==> src/rtl/pc_fetch_unit_pkg.sv <==
// ============================================================================
// Module      : pc_fetch_unit_pkg
// Description : Shared state encodings and default widths for the fetch stage.
// Revision    : 1.0 - initial release
// ============================================================================
`default_nettype none

package pc_fetch_unit_pkg;

    localparam int c_DEFAULT_ADDR_W  = 8;
    localparam int c_DEFAULT_INSTR_W = 16;
    localparam int c_WAIT_CNT_W      = 8;

    typedef logic [1:0] fetchState_t;

    localparam fetchState_t c_IDLE  = 2'd0;
    localparam fetchState_t c_FETCH = 2'd1;
    localparam fetchState_t c_ISSUE = 2'd2;
    localparam fetchState_t c_FAULT = 2'd3;

endpackage

`default_nettype wire

==> src/rtl/pc_fetch_unit_pc_next_sel.sv <==
// ============================================================================
// Module      : pc_next_sel
// Description : Combinational next-PC selector, branch target or PC+1.
// Revision    : 1.0 - initial release
// ============================================================================
`default_nettype none

module pc_next_sel #(
    parameter int ADDR_W = 8
) (
    input  logic [ADDR_W-1:0] pc,
    input  logic              brTaken,
    input  logic [ADDR_W-1:0] brTarget,
    output logic [ADDR_W-1:0] nextPc
);

    // Sequential increment wraps naturally at 2^ADDR_W.
    assign nextPc = brTaken ? brTarget : pc + ADDR_W'(1);

endmodule

`default_nettype wire

==> src/rtl/pc_fetch_unit.sv <==
// ============================================================================
// Module      : pc_fetch_unit
// Description : PC register and single-outstanding instruction fetch with a
//               bounded memory wait and sticky timeout fault.
// Revision    : 1.0 - initial release
// ============================================================================
`default_nettype none

module pc_fetch_unit
    import pc_fetch_unit_pkg::*;
#(
    parameter int ADDR_W   = c_DEFAULT_ADDR_W,
    parameter int INSTR_W  = c_DEFAULT_INSTR_W,
    parameter int RESET_PC = 0,
    parameter int TIMEOUT  = 15
) (
    input  logic               clk,
    input  logic               rst,
    input  logic               br_taken,
    input  logic [ADDR_W-1:0]  br_target,
    input  logic               stall,
    output logic               imem_req,
    output logic [ADDR_W-1:0]  imem_addr,
    input  logic               imem_ack,
    input  logic [INSTR_W-1:0] imem_data,
    output logic [INSTR_W-1:0] instr,
    output logic               instr_valid,
    output logic [ADDR_W-1:0]  pc,
    output logic               fault
);

    localparam logic [ADDR_W-1:0]       c_RESET_PC  = ADDR_W'(RESET_PC);
    localparam logic [c_WAIT_CNT_W-1:0] c_WAIT_LAST = c_WAIT_CNT_W'(TIMEOUT - 1);

    fetchState_t             r_state;
    fetchState_t             w_stateNext;
    logic [ADDR_W-1:0]       r_pc;
    logic [ADDR_W-1:0]       w_nextPc;
    logic [INSTR_W-1:0]      r_instr;
    logic [c_WAIT_CNT_W-1:0] r_waitCnt;
    logic                    w_ackTaken;
    logic                    w_consume;

    assign w_ackTaken = (r_state == c_FETCH) && imem_ack;
    assign w_consume  = (r_state == c_ISSUE) && !stall;

    pc_next_sel #(
        .ADDR_W (ADDR_W)
    ) u_pcNextSel (
        .pc       (r_pc),
        .brTaken  (br_taken),
        .brTarget (br_target),
        .nextPc   (w_nextPc)
    );

    always_ff @(posedge clk or posedge rst) begin
        if (rst) begin
            r_state <= c_IDLE;
        end else begin
            r_state <= w_stateNext;
        end
    end

    always_comb begin
        w_stateNext = r_state;
        case (r_state)
            c_IDLE:  w_stateNext = c_FETCH;
            c_FETCH: begin
                // An ack on the last allowed cycle still wins over the timeout.
                if (imem_ack) begin
                    w_stateNext = c_ISSUE;
                end else if (r_waitCnt == c_WAIT_LAST) begin
                    w_stateNext = c_FAULT;
                end
            end
            c_ISSUE: begin
                if (!stall) begin
                    w_stateNext = c_FETCH;
                end
            end
            c_FAULT: w_stateNext = c_FAULT;
            default: w_stateNext = c_IDLE;
        endcase
    end

    always_comb begin
        imem_req    = 1'b0;
        instr_valid = 1'b0;
        fault       = 1'b0;
        case (r_state)
            c_FETCH: imem_req    = 1'b1;
            c_ISSUE: instr_valid = 1'b1;
            c_FAULT: fault       = 1'b1;
            default: ;
        endcase
    end

    always_ff @(posedge clk or posedge rst) begin
        if (rst) begin
            r_pc      <= c_RESET_PC;
            r_instr   <= '0;
            r_waitCnt <= '0;
        end else begin
            if (w_ackTaken) begin
                r_instr   <= imem_data;
                r_waitCnt <= '0;
            end else if (r_state == c_FETCH) begin
                r_waitCnt <= r_waitCnt + c_WAIT_CNT_W'(1);
            end
            if (w_consume) begin
                r_pc <= w_nextPc;
            end
        end
    end

    assign imem_addr = r_pc;
    assign pc        = r_pc;
    assign instr     = r_instr;

endmodule

`default_nettype wire

==> config.mk <==
export PLATFORM = sky130hd
export DESIGN_NAME = pc_fetch_unit
export DESIGN_NICKNAME = d
export VERILOG_FILES = /design/src/rtl/pc_fetch_unit_pkg.sv /design/src/rtl/pc_fetch_unit_pc_next_sel.sv /design/src/rtl/pc_fetch_unit.sv
export SDC_FILE = /design/constraint.sdc
export NUM_CORES = 1
export LEC_CHECK = 0
export ABC_AREA = 1
export BUFFER_PORTS_ARGS = -buffer_cell sky130_fd_sc_hd__clkbuf_2
export CAP_MARGIN = 10
export CORE_MARGIN = 4
export CORE_UTILIZATION = 35
export DETAILED_ROUTE_END_ITERATION = 8
export PLACE_DENSITY_LB_ADDON = 0.3
export SLEW_MARGIN = 5
export SYNTH_ARGS = -nofsm -noshare
export SYNTH_HDL_FRONTEND = slang
export SYNTH_SLANG_ARGS = --single-unit
==> constraint.sdc <==
create_clock -name clk -period 1.35 [get_ports clk]
set_input_delay 0.3375 -clock clk [delete_from_list [all_inputs] [get_ports clk]]
set_output_delay 0.3375 -clock clk [all_outputs]
set_load 0.03 [all_outputs]
==> metrics.txt, run 1 <==
Max Freq 715 MHz; top-area cell type share of the netlist area 48.1%; Synth area leader dfrtp_1; Worst Path Arrival 1.59 ns; Pwr Density 2320 nW/um2; pin count of the biggest net entering global routing 35; DIE HEIGHT 79.1 um; Fillers 494; M2 GR Usage 20.9%; required time of the critical path 1.54 ns; P_sw 2700 uW; core area 4820 um2; Cell Rows 25; critical path class reg -> reg; Clock Root Buffer clkbuf_8; syn nets 262; final period utilization 104%; residual DRC count 0; Starting Density 36.7%; vias in the first global route 1461; RSZ-0062 raised after global routing true; vias post-DR 1612; clock-pin slew on the worst setup and hold paths 0.07 ns; overall routing resource usage 13.5%; CTS tree yes; violated checks negative setup slack; Post-Route WL 4020 um; post-layout util 49.4%; clock share of power 13.9%; synthesized flop and latch total 34; most common cell in the synthesized netlist nand2_1; clk buf depth 2; H-tree depth 2; slew margin rel. 81.4%; chip width 79.1 um; drt initial violations 102; Die Area 6250 um2; cells after synthesis 230; CTS buffer count 5; drt via density 4.36; total of max-cap violations 0; logic gate share of total power 52.5%; internal power 2820 uW; number of synthesized flops with an enable pin 0; Routed Antenna Nets 0; Hold Vio Cnt, Final 0; setup TNS -0.124 ns; leakage 0.00131 uW; Yosys cell types 23; Post-synth ARST share 100%; Antenna diodes 0; most instantiated cells after synthesis 92 x nand2_1, 34 x dfrtp_1, 23 x nor2_1, 17 x inv_1, 12 x nand3_1; GRT met3 Usage 3.74%; net total in the final layout 334; Syn. warnings 0; grt ovf 0; HP Class in -> async; drt pass-1 iters 4; I/O Buffers 63; clk sinks 34; most common flop cell mapped by yosys dfrtp_1; initial antenna violation count 0; CP Capture Type register; critical path startpoint category register; Worst Slack Setup Final -0.0490 ns; share of power burned in registers 33.6%; hold_ws 0.0622 ns; Area Overhead vs Synth 34.7%; M1 GR Usage 17.8%; synth top area cells dfrtp_1 48%, nand2_1 20%, nor2_1 4.9%; Layout Skew 0.00532 ns; min Tclk post-route 1.40 ns; layout cells sized above 1 36.3%; Mapped Avg Cell Area 7.69 um2; first-pass GRT wire length 6620 um; worst-path maximum fanout 8; peak supply drop 1140 uV; max-slew violation count 0; Worst Tran Pin Value 0.278 ns; final setup violation count 8; busiest grt layer met2; GP Congestion 0.768; Seq/Total Area, Yosys 48.1%; worst skew pair latency 0.28 ns; WL per Instance 10.9 um; num ports 64; Mapped Area 1770 um2; Post-DP HPWL 3000 um; Sw Ratio 48.9%; status finished with violations
==> stage by stage <==
stage,power [uW],instance area [um2],worst slack (ns),cells
3_3_place_gp,4420,2130,0.132,354
5_1_grt,5920,2380,-0.0879,370
4_1_cts,5440,2300,-0.0603,366
2_1_floorplan,3810,1770,0.0742,230
3_5_place_dp,4450,2130,0.0903,354
6_report,5520,2380,-0.0490,370
==> logic make-up after synthesis <==
group                    count (synthesis)  share of synthesized area, %
XOR/XNOR                                 1                         0.495
AO/OA/AOI/OAI                           21                          6.44
AND/OR/NAND/NOR                        138                          33.0
adder cells (fa/ha/maj)                  3                          2.12
flip-flops                              34                          48.1
buffers and inverters                   33                          9.84
==> timing repair <==
action,CTS,global route
gates cloned,0,0
endpoints found under the setup margin,3,34
pin swaps,2,6
hold buffers,0,0
gates resized for setup,9,17
setup buffers,4,4
==> layout make-up <==
| cell class | instances | area [um2] | share of cell area [%] |
|---|---|---|---|
| Sequential cell | 34 | 858 | 36.0 |
| Clock buffer | 7 | 86.3 | 3.63 |
| Tap cell | 67 | 83.8 | 3.52 |
| Multi-Input combinational cell | 163 | 791 | 33.2 |
| Timing Repair Buffer | 77 | 478 | 20.1 |
| Inverter | 21 | 78.8 | 3.31 |
| Clock inverter | 1 | 5.00 | 0.210 |
==> registers in the layout, summed over array words and instances (netlist names) <==
signal / flops
instr: 16
imem_addr: 8
r_waitCnt: 8
r_state: 2
==> path summary, 6_finish.rpt <==
path	start	to	slack, ns	cells after the start
max in group asynchronous	rst	imem_addr[4]	1.09	3
worst max register to register	r_state[1]	imem_addr[1]	-0.05	5
min in group clk	imem_data[15]	instr[15]	0.25	3
worst min register to register	instr[2]	instr[2]	0.48	2
worst max-delay path	r_state[1]	imem_addr[1]	-0.05	5
worst min-delay path	rst	instr[13]	0.06	3
==> power groups by stage <==
| stage | registers, uW | clock network (uW) | logic, uW |
|---|---|---|---|
| floorplan | 2460 | 0 | 1350 |
| global placement | 1850 | 0 | 2570 |
| detailed placement | 1850 | 0 | 2610 |
| CTS | 1840 | 808 | 2790 |
| global route | 1920 | 847 | 3150 |
| finish | 1860 | 770 | 2900 |
==> layer usage <==
| layer | routed length, um | vias to the layer above |
|---|---|---|
| met3 | 224 | 7 |
| met5 | 0 | - |
| met1 | 1850 | 714 |
| li1 | - | 849 |
| met4 | 70 | 0 |
| met2 | 1870 | 42 |
==> placed cells by master (no fill, tap or decap), types with 2 or more instances in the layout <==
cell,synthesis,layout
dfrtp_1,34,28
inv_1,17,17
nor3_4,1,2
nand3_1,12,11
nand2_1,92,91
nor2_2,1,3
buf_4,9,11
dfrtp_2,0,6
nand2_2,2,2
buf_12,0,2
o21ai_0,8,7
nor2_1,23,20
ha_1,3,3
a21oi_1,11,9
clkbuf_2,0,59
a21oi_2,0,2
inv_2,4,4
buf_8,0,2
nor2_4,2,3
clkbuf_8,0,7
nand4_1,2,2
==> critical path: stages, from the launching register on <==
cell and delay, ns:
dfrtp_1 0.42, inv_2 0.09, buf_12 0.14, nor3_4 0.29
inv_2 0.15, o31ai_2 0.22
(Power assumes the default switching activity.)
==> inputs of run 2 (changes only) <==
Settings changed: SYNTH_HIERARCHICAL set to 1.
==> run 2 against run 1 <==
Non-clock buffer count shrank 1; via count shrank 0.43%; worst setup slack lost 0.028 ns; routed wire length shrank 2.9%; worst hold slack gained 0.0018 ns; the flow still finishes with violations (negative setup slack); synthesized cell count is the same; fmax shrank 2.0%; sequential share of layout area grew 0.095 points; first-iteration DRC count shrank 74%; clock skew grew 0.00053 ns.
==> metrics.txt, run 2 <==
status finished with violations; violated checks negative setup slack; residual DRC count 0 (unchanged); top-area cell type share of the netlist area 48.0% (-0.10 points); peak supply drop 1080 uV (-5.2%); worst-path maximum fanout 3 (-5); number of synthesized flops with an enable pin 0 (unchanged); post-layout util 49.3% (-0.13 points); worst skew pair latency 0.28 ns (about the same); Yosys cell types 24 (+4.3%); worst path cell trace buf_6 > nand2_8 > inv_6 > buf_8; crit path buf inv count 3 (unchanged); largest delay contributor family on the critical path flip-flops; Starting Density 36.8% (+0.078 points); clk sinks 34 (unchanged); total of max-cap violations 0 (unchanged); clk buf depth 2 (unchanged); overall routing resource usage 13.7% (+0.19 points); Post-DP HPWL 2880 um (-4.0%); CP Capture Type output port; synthesized flop and latch total 34 (unchanged); dpl ws 0.0716 ns (-0.0187 ns); Hold Vio Cnt, Final 0 (unchanged); CTS tree yes; first-pass GRT wire length 6880 um (+4.0%); Die Area 6260 um2 (+0.19%); Synth area leader dfrtp_1; min Tclk post-route 1.43 ns (+0.0282 ns); final setup violation count 3 (-5); pin count of the biggest net entering global routing 35 (unchanged); Cell Rows 25 (unchanged); initial antenna violation count 0 (unchanged); slew margin rel. 82.6% (+1.2 points); max-slew violation count 0 (unchanged); Largest register FFs 16 (unchanged); clock-pin slew on the worst setup and hold paths 0.07 ns (about the same); synth top area cells dfrtp_1 48%, nand2_1 21%, nand3_1 5.6%; Worst Path Arrival 1.09 ns (-0.50 ns); Area Overhead vs Synth 34.0%; drt pass-1 iters 4 (unchanged); layout cells sized above 1 34.0% (-2.3 points); Max Freq 701 MHz (-2.0%); Antenna diodes 0 (unchanged); hold_ws 0.0640 ns (+0.00179 ns); drt initial violations 27 (-74%); DIE HEIGHT 79.1 um (about the same); cts hold-fix bufs 0 (unchanged); WL per Instance 10.6 um (-2.1%); CTS buffer count 5 (unchanged); Layout Skew 0.00585 ns (+0.000534 ns); cells after synthesis 230 (unchanged); drt via density 4.37 (+0.38%); core area 4820 um2 (unchanged); commonest non-fill, non-tap cell in the layout nand2_1; most common cell in the synthesized netlist nand2_1; net total in the final layout 332 (-0.60%); setup TNS -0.188 ns (-0.0637 ns); grt ovf 0 (unchanged); Post-synth ARST share 100% (unchanged); most instantiated cells after synthesis 101 x nand2_1, 34 x dfrtp_1, 20 x nand3_1, 14 x inv_1, 14 x nor2_1; syn nets 262 (unchanged); I/O Buffers 63 (unchanged); critical path startpoint category register; required time of the critical path 1.01 ns (-0.53 ns); Pwr Total 5230 uW (-5.4%); RSZ-0062 raised after global routing true; Worst Tran Pin Value 0.261 ns (-0.0174 ns); leakage 0.00131 uW (+0.27%); chip width 79.1 um (about the same); vias post-DR 1605 (-0.43%); final period utilization 106% (+2.1 points); most frequent cells in the layout 100 x nand2_1, 58 x clkbuf_2, 28 x dfrtp_1; Mapped Avg Cell Area 7.70 um2 (+0.21%); Clock Root Buffer clkbuf_8; num ports 64 (unchanged); Syn. warnings 6 (+6); Pwr Density 2200 nW/um2 (-5.2%); most common flop cell mapped by yosys dfrtp_1; Mapped Area 1770 um2 (+0.21%); critical path class reg -> out; vias in the first global route 1513 (+3.6%); slowest CP cell dfrtp_2; Post-Route WL 3900 um (-2.9%); Seq/Total Area, Yosys 48.0% (-0.10 points); H-tree depth 2 (unchanged); GP Congestion 0.927 (+21%); HP Class in -> async; Worst Slack Setup Final -0.0772 ns (-0.0282 ns); Routed Antenna Nets 0 (unchanged); Max stage delay on crit path 0.44 ns (+0.02 ns)
## run 2: cell count changes in the layout (fill, tap and decap cells not counted), sizes merged, moves of 4 or more
| cell | previous run | this run |
|---|---|---|
| nand2 | 94 | 103 |
| inv | 21 | 17 |
| nor2 | 26 | 17 |
| a21oi | 11 | 6 |
| nand3 | 12 | 20 |
## run 2: report_power, final
group / switching (uW) / leakage (uW) / internal [uW]
Combinational: 1790 / 0.000848 / 968
Clock: 333 / 0.0000383 / 354
Sequential: 352 / 0.000424 / 1420
Total: 2480 / 0.00131 / 2750
## run 2: worst register-to-register path, delay by kind of cell, from the launching register on
kind                   cells  cell delay [ns]
AND/OR/NAND/NOR            4             0.24
buffers and inverters      4             0.57
flip-flops                 1             0.44
## run 2: final timing paths
check | startpoint | end | slack [ns] | cells after the start
max reg2reg | r_state[0] | r_waitCnt[7] | 0.03 | 8
max in group asynchronous | rst | imem_addr[0] | 1.09 | 3
max | r_state[0] | imem_req | -0.08 | 4
min | rst | instr[2] | 0.06 | 3
min reg2reg | instr[11] | instr[11] | 0.47 | 2
min in group clk | imem_data[4] | instr[4] | 0.25 | 3
## run 2: layout make-up
| cell class | instances | area [um2] |
|---|---|---|
| Clock buffer | 7 | 76.3 |
| Fill cell | 493 | 2440 |
| Inverter | 19 | 80.1 |
| Multi-Input combinational cell | 164 | 774 |
| Sequential cell | 34 | 858 |
| Tap cell | 67 | 83.8 |
| Timing Repair Buffer | 76 | 502 |
## run 2: repair_timing
action	CTS	global route
pin swaps	1	2
endpoints found under the setup margin	7	30
gates resized for setup	23	15
buffers inserted	3	2
cloned	0	0
## run 2: per-layer routing
layer | wire length [um] | part of all wire (%) | global-route usage (%)
met5 | 0 | 0 | 0
met4 | 50 | 1.3 | 4.64
met3 | 313 | 8.0 | 4.54
met2 | 1760 | 45 | 21.8
met1 | 1780 | 46 | 17.4
## run 2: kinds of logic after synthesis
group                      Yosys count  synth area share, %
buffers and inverters               32                 9.74
DFF                                 34                 48.0
AOI/OAI and AO/OA                   17                 5.30
adders and majority gates            3                 2.12
and+or+nand+nor                    144                 34.8
## run 2: through the flow
| step | area, um2 | cells |
|---|---|---|
| CTS | 2320 | 365 |
| detailed placement | 2150 | 355 |
| global route | 2370 | 367 |
| finish | 2370 | 367 |
| global placement | 2150 | 355 |
| floorplan | 1770 | 230 |
